$ cat src/rtl/keypad_pkg.sv
// Shared types and constants for the keypad scanner and its debounce stage.
package keypad_pkg;

  localparam int unsigned ROW_W = 4;

  typedef enum logic [1:0] {
    IDLE,
    SAMPLE,
    STEADY,
    ERROR
  } db_state_t;

  // Saturate a 5-bit incremented count back into a 4-bit counter.
  function automatic logic [3:0] sat_inc4(input logic [4:0] v);
    return (v > 5'd15) ? 4'd15 : v[3:0];
  endfunction

endpackage

$ cat src/rtl/sync_2ff.sv
// Two-flop synchronizer for a bus of quasi-static asynchronous inputs.
module sync_2ff #(
  parameter int unsigned W = 1
) (
  input  logic         clk,
  input  logic         reset,
  input  logic [W-1:0] d,
  output logic [W-1:0] q
);

  logic [W-1:0] meta;

  // First flop may go metastable; second flop gives a settled copy.
  always_ff @(posedge clk or negedge reset) begin
    if (!reset) begin
      meta <= '0;
      q    <= '0;
    end else begin
      meta <= d;
      q    <= meta;
    end
  end

endmodule

$ cat src/rtl/keypad_debouncer.sv
// Debounces the row bus for the column currently driven by the scanner.
module keypad_debouncer #(
  parameter int unsigned TICK_DIV = 4096,
  parameter int unsigned ROW_W    = keypad_pkg::ROW_W
) (
  input  logic             clk,
  input  logic             reset,
  input  logic [ROW_W-1:0] R_raw,
  input  logic             db_en,
  input  logic [3:0]       db_criterion,
  input  logic [3:0]       db_fail_criterion,
  output logic             db_steady,
  output logic             db_error,
  output logic [ROW_W-1:0] R_db
);

  import keypad_pkg::*;

  localparam int unsigned CNT_W = $clog2(TICK_DIV);
  localparam logic [CNT_W-1:0] TICK_LAST = CNT_W'(TICK_DIV - 1);

  db_state_t        state;
  logic [ROW_W-1:0] r_s;
  logic [ROW_W-1:0] ref_q;
  logic [CNT_W-1:0] tick_cnt;
  logic [3:0]       stable_q;
  logic [3:0]       fail_q;
  logic             tick;
  logic [4:0]       stable_inc;
  logic [4:0]       fail_inc;
  logic [4:0]       need;

  sync_2ff #(.W(ROW_W)) u_sync (
    .clk   (clk),
    .reset (reset),
    .d     (R_raw),
    .q     (r_s)
  );

  // A zero criterion still needs one matching tick; compare in 5 bits so +1 never wraps.
  assign tick       = (state == SAMPLE) && (tick_cnt == TICK_LAST);
  assign stable_inc = {1'b0, stable_q} + 5'd1;
  assign fail_inc   = {1'b0, fail_q} + 5'd1;
  assign need       = (db_criterion == 4'd0) ? 5'd1 : {1'b0, db_criterion};

  // Sample-tick prescaler: runs only while sampling so the first tick lands TICK_DIV cycles in.
  always_ff @(posedge clk or negedge reset) begin
    if (!reset) begin
      tick_cnt <= '0;
    end else if (state != SAMPLE) begin
      tick_cnt <= '0;
    end else if (tick_cnt == TICK_LAST) begin
      tick_cnt <= '0;
    end else begin
      tick_cnt <= tick_cnt + CNT_W'(1);
    end
  end

  // Debounce FSM with stable/fail counters and registered results.
  always_ff @(posedge clk or negedge reset) begin
    if (!reset) begin
      state     <= IDLE;
      ref_q     <= '0;
      stable_q  <= '0;
      fail_q    <= '0;
      db_steady <= 1'b0;
      db_error  <= 1'b0;
      R_db      <= '0;
    end else if (!db_en) begin
      state     <= IDLE;
      db_steady <= 1'b0;
      db_error  <= 1'b0;
    end else begin
      unique case (state)
        IDLE: begin
          ref_q    <= r_s;
          stable_q <= '0;
          fail_q   <= '0;
          state    <= SAMPLE;
        end
        SAMPLE: begin
          if (tick) begin
            if (r_s == ref_q) begin
              stable_q <= sat_inc4(stable_inc);
              if (stable_inc >= need) begin
                R_db      <= ref_q;
                db_steady <= 1'b1;
                state     <= STEADY;
              end
            end else begin
              ref_q    <= r_s;
              stable_q <= '0;
              fail_q   <= sat_inc4(fail_inc);
              if ((db_fail_criterion != 4'd0) && (fail_inc >= {1'b0, db_fail_criterion})) begin
                db_error <= 1'b1;
                state    <= ERROR;
              end
            end
          end
        end
        STEADY, ERROR: begin
        end
      endcase
    end
  end

endmodule
$ cat config.mk
export PLATFORM = sky130hd
export DESIGN_NAME = keypad_debouncer
export DESIGN_NICKNAME = d
export VERILOG_FILES = /design/src/rtl/keypad_pkg.sv /design/src/rtl/sync_2ff.sv /design/src/rtl/keypad_debouncer.sv
export SDC_FILE = /design/constraint.sdc
export NUM_CORES = 1
export LEC_CHECK = 0
export CORE_MARGIN = 8
export CORE_UTILIZATION = 59
export CTS_CLUSTER_DIAMETER = 80
export DETAILED_ROUTE_END_ITERATION = 12
export HOLD_SLACK_MARGIN = 0.05
export PLACE_DENSITY = 0.82
export SLEW_MARGIN = 25
export SYNTH_ARGS = -nofsm -noshare
export SYNTH_HDL_FRONTEND = slang
export SYNTH_HIERARCHICAL = 1
export SYNTH_SLANG_ARGS = --single-unit
$ cat constraint.sdc
create_clock -name clk -period 3.4 [get_ports clk]
set_input_delay 0.34 -clock clk [delete_from_list [all_inputs] [get_ports clk]]
set_output_delay 0.34 -clock clk [all_outputs]
set_load 0.03 [all_outputs]
=== Word-level counts from Yosys, hierarchy flattened ===
Cells that the tools add are included.

* $add $sub $neg: 3
* $lt $le $gt $ge: 4
* Equality and inequality tests: 16
* Mux-type cells: 30
* Reductions and logical operators: 12

{| class="wikitable"
|+ Operator list
! cell !! count
|-
| $mux 4 || 9
|-
| $mux 12 || 2
|-
| $pmux 4 s2 || 3
|-
| $reduce_and 4->1 || 4
|-
| $add 12x1->12 const B || 1
|-
| $eq 12x12->1 const B || 1
|-
| $ne 2x1->1 const B || 6
|-
| $add 4x1->5 const B || 2
|-
| $ge 5x4->1 || 2
|-
| $gt 5x4->1 const B || 2
|-
| $mux 1 || 10
|-
| $mux 2 || 5
|-
| $ne 2x2->1 const B || 3
|-
| $reduce_and 5->1 || 1
|-
| $eq 4x4->1 || 1
|-
| $logic_not 4->1 || 1
|-
| $ne 4x2->1 const B || 1
|-
| $ne 4x3->1 const B || 1
|-
| $pmux 2 s2 || 1
|-
| $reduce_bool 4->1 || 1
|-
| $ne 3x1->1 const B || 1
|-
| $ne 3x3->1 const B || 1
|-
| $reduce_and 3->1 || 1
|-
| $eq 2x1->1 const B || 1
|-
| 3 further kinds || 4
|}

* Bits in registers: 40
* Bits of input ports: 15
* Output and inout port bits: 6
* Word-level logic and storage cells: 75

=== Logic depth before layout (Yosys ltp) ===
Gate-level depths: netlist of run 1.

* Depth in word-level cells: 8
* Depth in mapped cells: 8
* Mapped depth without buffers: 8

=== By module ===
Netlist of run 1, hierarchy kept.

{| class="wikitable"
|+ By module, submodules not included
! module !! instances !! cells each !! area each (um^2) !! seq. area each (um^2)
|-
| keypad_debouncer || 1 || 186 || 1849.3 || 800.8
|-
| sync_2ff || 1 || 8 || 200.2 || 200.2
|}

=== Least setup slack after synthesis of run 1 ===
No wires, ideal clock.

* Kind: reg2reg
* Start: register stable_q[0]
* End: register R_db[0]
* Library setup time: 125 ps
* Arrival: 1841 ps
* Path slack: 1434 ps
* Stages on the path, launching flop included: 8
* Period minus slack after synthesis: 1966 ps
* Cells stage by stage: dfrtp_1 -> ha_1 -> xor2_1 -> ha_1 -> o21ai_0 -> o21ai_0 -> nand3_2 -> mux2_2

* Cells in the longest elaborated chain, start to end: 3

{| class="wikitable"
|+ RTL lines
! what !! RTL line !! source
|-
| start: declaration || keypad_debouncer.sv:26 || <nowiki>logic [3:0] stable_q;</nowiki>
|-
| start signal: assignment || keypad_debouncer.sv:84 || <nowiki>stable_q <= sat_inc4(stable_inc);</nowiki>
|-
| $add 4x1->5 || keypad_debouncer.sv:42 || <nowiki>assign stable_inc = {1'b0, stable_q} + 5'd1;</nowiki>
|-
| $ge 5x4->1 || keypad_debouncer.sv:85 || <nowiki>if (stable_inc >= need) begin</nowiki>
|-
| $reduce_and 5->1 (no line) || - ||
|-
| end signal: assignment || keypad_debouncer.sv:86 || <nowiki>R_db <= ref_q;</nowiki>
|-
| end: declaration || keypad_debouncer.sv:14 || <nowiki>output logic [ROW_W-1:0] R_db</nowiki>
|}

No other way between the ends.
A chain may end at the register's enable or synchronous reset.

=== Final worst setup path of run 1 ===
Ends and elaborated chain as after synthesis.

==> results_tabular.tex, run 1 <==
\begin{tabular}{lr}
\hline
Metric & Value \\
\hline
\multicolumn{2}{l}{\textbf{Run status}} \\
\quad Status & finished, final reports clean \\
\multicolumn{2}{l}{\textbf{Global route}} \\
\quad Number of antenna violations at the first check in global routing & 0 \\
\quad Number of global-route vias before repair & 1515 \\
\quad Overall track demand over capacity in global routing & 0.156 \\
\quad Wire length of the first global-routing pass & 6.64 mm \\
\quad Total global routing overflow & 0 \\
\quad Maximum number of pins on one net before global-route repair & 41 \\
\multicolumn{2}{l}{\textbf{Timing}} \\
\quad Time the final worst path needs with I/O delays and setup & 2260 ps \\
\quad Setup tns final & 0 ps \\
\quad Highest clock rate & 0.443 GHz \\
\quad Final setup violation count & 0 \\
\quad Final Hold Vio Count & 0 \\
\quad Share of the cycle needed by the critical path after routing & 0.664 \\
\quad Max Transition Viols Final & 0 \\
\quad Max transition margin & 0.424 \\
\quad Unrepaired setup endpoints after global routing & no \\
\quad Tightest Pin Transition & 864 ps \\
\quad Clock Skew & 11.4 ps \\
\multicolumn{2}{l}{\textbf{Synthesis}} \\
\quad Count of cell types in the netlist & 43 \\
\quad Simple-gate share of the synthesized area & 0.178 \\
\quad Post-Syn Instances & 194 \\
\quad Post-Syn Area per Cell & 10.6 um\^{}2 \\
\quad Cell area after synthesis & 2050 um\^{}2 \\
\quad Number of synthesized flops with an enable pin & 0 \\
\quad Most frequent cells after synthesis & sky130\_fd\_sc\_hd\_\_dfrtp\_1 (40), sky130\_fd\_sc\_hd\_\_nand2\_1 (22), sky130\_fd\_sc\_hd\_\_inv\_1 (15), sky130\_fd\_sc\_hd\_\_nor2\_1 (15), sky130\_fd\_sc\_hd\_\_ha\_1 (13) \\
\quad Xor-xnor portion of the synthesized cell area & 0.0726 \\
\quad Share of synthesized registers carrying an async set or reset & 1.00 \\
\quad Number of synthesized register bits & 40 \\
\quad Most frequent cell after synthesis & sky130\_fd\_sc\_hd\_\_dfrtp\_1 \\
\quad Largest cells by area after synthesis & sky130\_fd\_sc\_hd\_\_dfrtp\_1 (49\%), sky130\_fd\_sc\_hd\_\_ha\_1 (7.9\%), sky130\_fd\_sc\_hd\_\_nand2\_1 (4.0\%), sky130\_fd\_sc\_hd\_\_xnor2\_1 (3.8\%), sky130\_fd\_sc\_hd\_\_xor2\_1 (3.4\%) \\
\quad Share of the yosys chip area belonging to registers & 0.488 \\
\quad Yosys warnings & 6 \\
\quad Cell type contributing the most total cell area after synthesis & sky130\_fd\_sc\_hd\_\_dfrtp\_1 \\
\quad Arithmetic-cell share of the synthesized area counting full adders, half adders and majority gates & 0.0794 \\
\quad Top FF cell, synth & sky130\_fd\_sc\_hd\_\_dfrtp\_1 \\
\quad Multiplexer share of the synthesized area & 0.0415 \\
\quad Compound-gate portion of the synthesized area & 0.101 \\
\quad Share of Yosys cell area claimed by the top area cell type & 0.488 \\
\quad Mapped Nets & 222 \\
\quad Dominant combinational cell family by area after synthesis & simple AND/OR/NAND/NOR gates \\
\multicolumn{2}{l}{\textbf{Routing}} \\
\quad Drt initial violations & 98 \\
\quad Via count & 1491 \\
\quad Detailed-route wire length & 3.90 mm \\
\quad Vias/cell & 5.61 \\
\quad Final routed DRC violation total & 0 \\
\quad Number of nets with antenna violations after routing & 0 \\
\quad DR pass1 iterations & 4 \\
\quad Final routed wire length divided by cell count & 14.7 um \\
\multicolumn{2}{l}{\textbf{Layout}} \\
\quad Finished Core Util & 0.707 \\
\quad Fraction of final layout cells sized beyond drive strength 1 & 0.123 \\
\quad Final net count & 247 \\
\quad Final Instance Area & 2360 um\^{}2 \\
\quad Final antenna diode count & 0 \\
\quad Total of fill cells in the finished design & 261 \\
\quad Cell Count, Final, Fillers Out & 266 \\
\quad Synthesis-to-layout area growth & 15.1\% \\
\multicolumn{2}{l}{\textbf{Worst setup path}} \\
\quad Launching element type of the critical path & flop \\
\quad Data required time at the worst endpoint & 3650 ps \\
\quad Arrival @ worst endpoint & 2510 ps \\
\quad Peak fanout along the critical path & 5 \\
\quad Kind of end point of the critical path & flop \\
\quad Crit Path Category & flop to flop \\
\quad Depth of the most critical reg-to-reg path & 7 \\
\multicolumn{2}{l}{\textbf{Power and ir drop}} \\
\quad Power density over the cells & 422 nW/um\^{}2 \\
\quad Final Total Pwr & 0.995 mW \\
\quad Leak pwr & 1.12 nW \\
\quad Maximum ir drop on the vdd rail & 286 uV \\
\multicolumn{2}{l}{\textbf{Clock network}} \\
\quad Level count of the clock H-tree & 2 \\
\quad Count of instances resized after the clock tree is built & 0 \\
\quad Clock insertion delay at the later pin of the skew report & 350 ps \\
\quad Clk Tree Root Cell & sky130\_fd\_sc\_hd\_\_clkbuf\_4 \\
\quad Hold buffers post-CTS & 0 \\
\quad Number of clock buffers inserted by TritonCTS & 5 \\
\quad CTS tree & done \\
\quad Setup bufs post-CTS & 0 \\
\quad Clock slew at reported path FFs & 120 ps \\
\quad Number of sinks driven by the clock tree & 40 \\
\quad Deepest clock path buffer count & 2 \\
\multicolumn{2}{l}{\textbf{Floorplan}} \\
\quad Placeable Area & 3340 um\^{}2 \\
\quad Effective utilization at floorplan & 0.614 \\
\quad Die height & 74.9 um \\
\quad Overall die width & 74.9 um \\
\quad Number of top-level pins & 21 \\
\quad Site Rows & 21 \\
\quad Area enclosed by the die boundary & 5620 um\^{}2 \\
\multicolumn{2}{l}{\textbf{Place}} \\
\quad Detailed placer's ending HPWL & 2.89 mm \\
\quad Cell count after placement & 258 \\
\quad Post-DP Area & 2280 um\^{}2 \\
\quad Input/output buffers & 20 \\
\quad Final weighted congestion in routability-driven placement & 0.850 \\
\multicolumn{2}{l}{\textbf{Job}} \\
\quad Count of max-cap constraint violations & 0 \\
\multicolumn{2}{l}{\textbf{Min path}} \\
\quad Hold Path Class & primary input to async pin \\
\hline
\end{tabular}
-- area by class of cell --
| cell class | instances | area [um^2] | share of cell area |
|---|---|---|---|
| inverter | 15 | 56.3 | 0.0239 |
| clock buffer | 5 | 37.5 | 0.0159 |
| timing repair buffer | 20 | 195 | 0.0827 |
| clock inverter | 3 | 42.5 | 0.0180 |
| tap | 46 | 57.6 | 0.0244 |
| multi-input combinational | 137 | 970 | 0.411 |
| sequential | 40 | 1000 | 0.424 |
-- sequential cells by signal, summed over array words and instances, names as in the netlist --
signal and cells:
fail_q 4, tick_cnt 12, db_steady 1, db_error 1, u_sync/meta 4, stable_q 4, u_sync/q 4, state 2
R_db 4, ref_q 4
-- stage by stage --
| step | hold slack (ps) | setup slack [ps] |
|---|---|---|
| 4_1_cts | 105 | 1170 |
| 3_5_place_dp | 339 | 823 |
| 2_1_floorplan | 44.4 | 1430 |
| 6_report | 97.4 | 1140 |
| 3_3_place_gp | 336 | 873 |
| 5_1_grt | 153 | 1030 |
-- path summary, 6_finish.rpt --
path	from	end	slack, ps
worst min register to register	u_sync/meta[3]$_DFF_PN0_	u_sync/q[3]$_DFF_PN0_	360
max in group asynchronous	reset	u_sync/q[1]$_DFF_PN0_	2760
worst min-delay path	reset	tick_cnt[10]$_DFF_PN0_	100
worst max register to register	stable_q[0]$_DFFE_PN0P_	R_db[0]$_DFFE_PN0P_	1140
worst max-delay path	stable_q[0]$_DFFE_PN0P_	R_db[0]$_DFFE_PN0P_	1140
min in group clk	u_sync/meta[3]$_DFF_PN0_	u_sync/q[3]$_DFF_PN0_	360
-- cell usage in the layout, fill, tap and decap left out, types with 2 or more instances in the layout --
cell type | Yosys | layout
sky130_fd_sc_hd__a31oi_1 | 2 | 2
sky130_fd_sc_hd__clkdlybuf4s50_1 | 0 | 19
sky130_fd_sc_hd__nand2_1 | 22 | 22
sky130_fd_sc_hd__xnor2_1 | 9 | 9
sky130_fd_sc_hd__o21ai_0 | 8 | 8
sky130_fd_sc_hd__dfrtp_1 | 40 | 40
sky130_fd_sc_hd__a21oi_1 | 7 | 7
sky130_fd_sc_hd__xor2_1 | 8 | 8
sky130_fd_sc_hd__o31ai_1 | 2 | 2
sky130_fd_sc_hd__mux2_4 | 2 | 2
sky130_fd_sc_hd__nor2_1 | 15 | 15
sky130_fd_sc_hd__inv_1 | 15 | 15
sky130_fd_sc_hd__ha_1 | 13 | 13
sky130_fd_sc_hd__a211oi_1 | 2 | 2
sky130_fd_sc_hd__mux2_2 | 4 | 4
sky130_fd_sc_hd__nand3_1 | 10 | 10
sky130_fd_sc_hd__clkbuf_4 | 0 | 5
sky130_fd_sc_hd__nor2b_1 | 2 | 2
sky130_fd_sc_hd__and4_1 | 2 | 2
sky130_fd_sc_hd__and3_2 | 2 | 2
sky130_fd_sc_hd__nand4_1 | 4 | 4
-- where the power goes --
| group | switching [mW] | leakage, nW | internal (mW) |
|---|---|---|---|
| clock | 0.156 | 0.0412 | 0.153 |
| sequential | 0.0318 | 0.526 | 0.503 |
| combinational | 0.0771 | 0.553 | 0.0742 |
| total | 0.265 | 1.12 | 0.730 |
-- critical path: stages, from the launching register on --
cell                      delay, ps
sky130_fd_sc_hd__dfrtp_1        460
sky130_fd_sc_hd__ha_1           300
sky130_fd_sc_hd__xor2_1         190
sky130_fd_sc_hd__ha_1           280
sky130_fd_sc_hd__o21ai_0         70
sky130_fd_sc_hd__o21ai_0        360
sky130_fd_sc_hd__nand3_2        190
sky130_fd_sc_hd__mux2_2         310
-- cell families (layout without fill, tap and decap cells) --
kind of cell / after synthesis / in the layout
buffers and inverters: 17 / 43
muxes: 7 / 7
xor gates and xnor gates: 17 / 17
DFF: 40 / 40
adders and majority gates: 13 / 13
and+or+nand+nor: 69 / 69
AOI/OAI and AO/OA: 31 / 31
-- routing by layer --
metal	track usage	up-vias	wire length, um
li1	-	718	-
met1	0.176	739	1690
met2	0.259	28	1940
met3	0.0519	6	196
met4	0.0761	0	73
met5	0	-	0
(Power assumes the default switching activity.)
==> inputs of run 2 (changes only) <==
--- a/config.mk
+++ b/config.mk
@@ -6,11 +6,11 @@
 export NUM_CORES = 1
 export LEC_CHECK = 0
 export CORE_MARGIN = 8
-export CORE_UTILIZATION = 59
+export CORE_UTILIZATION = 50
 export CTS_CLUSTER_DIAMETER = 80
 export DETAILED_ROUTE_END_ITERATION = 12
 export HOLD_SLACK_MARGIN = 0.05
-export PLACE_DENSITY = 0.82
+export PLACE_DENSITY = 0.74
 export SLEW_MARGIN = 25
 export SYNTH_ARGS = -nofsm -noshare
 export SYNTH_HDL_FRONTEND = slang
==> constraint.sdc (replaced) <==
create_clock -name clk -period 1.8 [get_ports clk]
set_input_delay 0.18 -clock clk [delete_from_list [all_inputs] [get_ports clk]]
set_output_delay 0.18 -clock clk [all_outputs]
set_load 0.03 [all_outputs]
==> results_tabular.tex, run 2 (synthesis gave the netlist of run 1 again) <==
\begin{tabular}{lr}
\hline
Metric & Value \\
\hline
\multicolumn{2}{l}{\textbf{Worst setup path}} \\
\quad Depth of the most critical reg-to-reg path & 8 \\
\quad Flop-to-flop setup slack & -170 ps \\
\quad Peak fanout along the critical path & 4 \\
\quad Critical path launch point & stable\_q[0]\$\_DFFE\_PN0P\_ \\
\quad Crit Path Category & flop to flop \\
\quad Launching element type of the critical path & flop \\
\quad Arrival @ worst endpoint & 2140 ps \\
\quad Data required time at the worst endpoint & 1970 ps \\
\quad Kind of end point of the critical path & flop \\
\quad Origin of the critical flop-to-flop path & stable\_q[0]\$\_DFFE\_PN0P\_ \\
\quad Endpoint of the worst-slack reg-to-reg timing path & R\_db[0]\$\_DFFE\_PN0P\_ \\
\quad CP Capture Point & R\_db[0]\$\_DFFE\_PN0P\_ \\
\multicolumn{2}{l}{\textbf{Place}} \\
\quad Input/output buffers & 20 \\
\quad Cell count after placement & 286 \\
\quad Detailed placer's ending HPWL & 2.87 mm \\
\quad Final weighted congestion in routability-driven placement & 0.805 \\
\multicolumn{2}{l}{\textbf{Power and ir drop}} \\
\quad Internal cell power & 1.69 mW \\
\quad Comb pwr share & 0.199 \\
\quad Sw Ratio & 0.250 \\
\quad Reported net switching power & 0.563 mW \\
\quad Sequential share of power & 0.452 \\
\quad Power density over the cells & 791 nW/um\^{}2 \\
\quad Maximum ir drop on the vdd rail & 752 uV \\
\quad Clock group share of total power & 0.348 \\
\quad Leak pwr & 1.34 nW \\
\multicolumn{2}{l}{\textbf{Min path}} \\
\quad Hold Path Class & primary input to flop \\
\multicolumn{2}{l}{\textbf{Layout}} \\
\quad Final antenna diode count & 0 \\
\quad Finished Core Util & 0.716 \\
\quad Total of fill cells in the finished design & 269 \\
\quad Fraction of final layout cells sized beyond drive strength 1 & 0.325 \\
\quad Final net count & 279 \\
\quad Max FFs per register & 12 \\
\quad Cell Count, Final, Fillers Out & 302 \\
\quad Leading cell type in the layout, fill and taps excluded & sky130\_fd\_sc\_hd\_\_dfrtp\_1 \\
\quad Synthesis-to-layout area growth & 38.8\% \\
\quad Most flop-heavy register & tick\_cnt \\
\quad Top library cells by usage in the layout, fill and taps aside & sky130\_fd\_sc\_hd\_\_dfrtp\_1 (37), sky130\_fd\_sc\_hd\_\_buf\_4 (29), sky130\_fd\_sc\_hd\_\_nand2\_1 (22) \\
\multicolumn{2}{l}{\textbf{Floorplan}} \\
\quad Effective utilization at floorplan & 0.516 \\
\quad Placeable Area & 3970 um\^{}2 \\
\quad Number of top-level pins & 21 \\
\quad Area enclosed by the die boundary & 6400 um\^{}2 \\
\quad Site Rows & 23 \\
\quad Overall die width & 80.0 um \\
\quad Die height & 80.0 um \\
\multicolumn{2}{l}{\textbf{Global route}} \\
\quad GR Layer Usage met3 & 0.0282 \\
\quad Wire length of the first global-routing pass & 7.08 mm \\
\quad Met2 Track Usage GR & 0.227 \\
\quad Most heavily used metal layer in global routing & met2 \\
\quad Number of antenna violations at the first check in global routing & 0 \\
\quad Number of global-route vias before repair & 1586 \\
\quad Total global routing overflow & 0 \\
\quad Maximum number of pins on one net before global-route repair & 41 \\
\quad Overall track demand over capacity in global routing & 0.138 \\
\quad Met1 demand-to-capacity share in global routing & 0.173 \\
\multicolumn{2}{l}{\textbf{Routing}} \\
\quad Via count & 1562 \\
\quad DR pass1 iterations & 4 \\
\quad Final routed DRC violation total & 0 \\
\quad Drt initial violations & 50 \\
\quad Number of nets with antenna violations after routing & 0 \\
\quad Detailed-route wire length & 4.18 mm \\
\quad Final routed wire length divided by cell count & 13.8 um \\
\quad Vias/cell & 5.17 \\
\multicolumn{2}{l}{\textbf{Timing}} \\
\quad Time the final worst path needs with I/O delays and setup & 1970 ps \\
\quad Highest clock rate & 0.509 GHz \\
\quad Clock Skew & 5.19 ps \\
\quad Unrepaired setup endpoints after global routing & yes \\
\quad Max Transition Viols Final & 0 \\
\quad Final setup violation count & 7 \\
\quad Final Hold Vio Count & 0 \\
\quad Share of the cycle needed by the critical path after routing & 1.09 \\
\quad Slack of the critical path & -166 ps \\
\quad Tightest Pin Transition & 494 ps \\
\quad Max transition margin & 0.671 \\
\multicolumn{2}{l}{\textbf{Clock network}} \\
\quad Level count of the clock H-tree & 2 \\
\quad Clock slew at reported path FFs & 70 ps \\
\quad Number of clock buffers inserted by TritonCTS & 5 \\
\quad Clk Tree Root Cell & sky130\_fd\_sc\_hd\_\_clkbuf\_8 \\
\quad Deepest clock path buffer count & 2 \\
\quad CTS tree & done \\
\quad Clock insertion delay at the later pin of the skew report & 290 ps \\
\quad Number of sinks driven by the clock tree & 40 \\
\multicolumn{2}{l}{\textbf{Run status}} \\
\quad Status & finished, violations left \\
\quad Failing checks & negative setup slack \\
\multicolumn{2}{l}{\textbf{Job}} \\
\quad Count of max-cap constraint violations & 0 \\
\hline
\end{tabular}
run 2: worst min-delay path by stage:
stage              from                  endpoint  cells after the start  slack, ps
5_1_grt        R_raw[3]  u_sync/meta[3]$_DFF_PN0_                      1        330
6_report       R_raw[2]  u_sync/meta[2]$_DFF_PN0_                      1        330
3_5_place_dp      reset     tick_cnt[9]$_DFF_PN0_                      2        260
3_3_place_gp      reset     tick_cnt[9]$_DFF_PN0_                      2        260
2_1_floorplan     reset       R_db[0]$_DFFE_PN0P_                      0       -120
4_1_cts        R_raw[2]  u_sync/meta[2]$_DFF_PN0_                      1        320
run 2: what timing repair did:
item | CTS | global route
hold buffers | 1 | 0
buffers inserted | 6 | 1
pin swaps | 8 | 6
hold endpoints to repair | 40 | 0
resized for setup | 23 | 11
setup endpoints to repair | 8 | 8
run 2: final cells by class:
type                            count  area, um^2  share of cell area
Clock buffer                        7        96.3              0.0339
Clock inverter                      1        30.0              0.0106
Inverter                           15        56.3              0.0198
Multi-Input combinational cell    137        1150               0.404
Sequential cell                    40        1000               0.353
Tap cell                           50        62.6              0.0220
Timing Repair Buffer               52         445               0.157
run 2: per-layer routing:
layer / up-vias / share of wire
li1: 779 / -
met1: 747 / 0.45
met2: 28 / 0.50
met3: 8 / 0.030
met4: 0 / 0.017
met5: - / 0
run 2: power groups by stage:
stage / registers, mW / clock network (mW) / logic (mW)
floorplan: 1.01 / 0 / 0.200
global placement: 1.02 / 0 / 0.330
detailed placement: 1.02 / 0 / 0.340
CTS: 1.00 / 0.799 / 0.401
global route: 1.03 / 0.831 / 0.507
finish: 1.02 / 0.784 / 0.449
run 2: worst max-delay path: stages (launching register included):
cell	delay (ps)
sky130_fd_sc_hd__dfrtp_2	450
sky130_fd_sc_hd__buf_6	130
sky130_fd_sc_hd__buf_6	110
sky130_fd_sc_hd__ha_4	220
sky130_fd_sc_hd__nand2b_4	130
sky130_fd_sc_hd__a211oi_2	240
sky130_fd_sc_hd__o21ai_2	130
sky130_fd_sc_hd__nand3_4	140
sky130_fd_sc_hd__mux2_4	310
run 2: through the flow:
step / TNS [ps] / instance area [um^2] / setup slack, ps / power [mW] / hold WS [ps]
detailed placement: -2770 / 2490 / -476 / 1.36 / 264
global route: -1550 / 2850 / -244 / 2.36 / 334
global placement: -2460 / 2490 / -423 / 1.35 / 261
finish: -926 / 2850 / -166 / 2.25 / 326
floorplan: -197 / 2080 / -49.3 / 1.21 / -116
CTS: -635 / 2790 / -138 / 2.20 / 320
==> inputs of run 3 (changes only) <==
--- a/config.mk
+++ b/config.mk
@@ -5,11 +5,12 @@
 export SDC_FILE = /design/constraint.sdc
 export NUM_CORES = 1
 export LEC_CHECK = 0
+export ABC_CLOCK_PERIOD_IN_PS = 1800
 export CORE_MARGIN = 8
 export CORE_UTILIZATION = 50
 export CTS_CLUSTER_DIAMETER = 80
 export DETAILED_ROUTE_END_ITERATION = 12
-export HOLD_SLACK_MARGIN = 0.05
+export HOLD_SLACK_MARGIN = 0.08
 export PLACE_DENSITY = 0.74
 export SLEW_MARGIN = 25
 export SYNTH_ARGS = -nofsm -noshare
==> results of run 3 <==
Same layout as run 2: the final DEF is identical, and so are final timing and power.
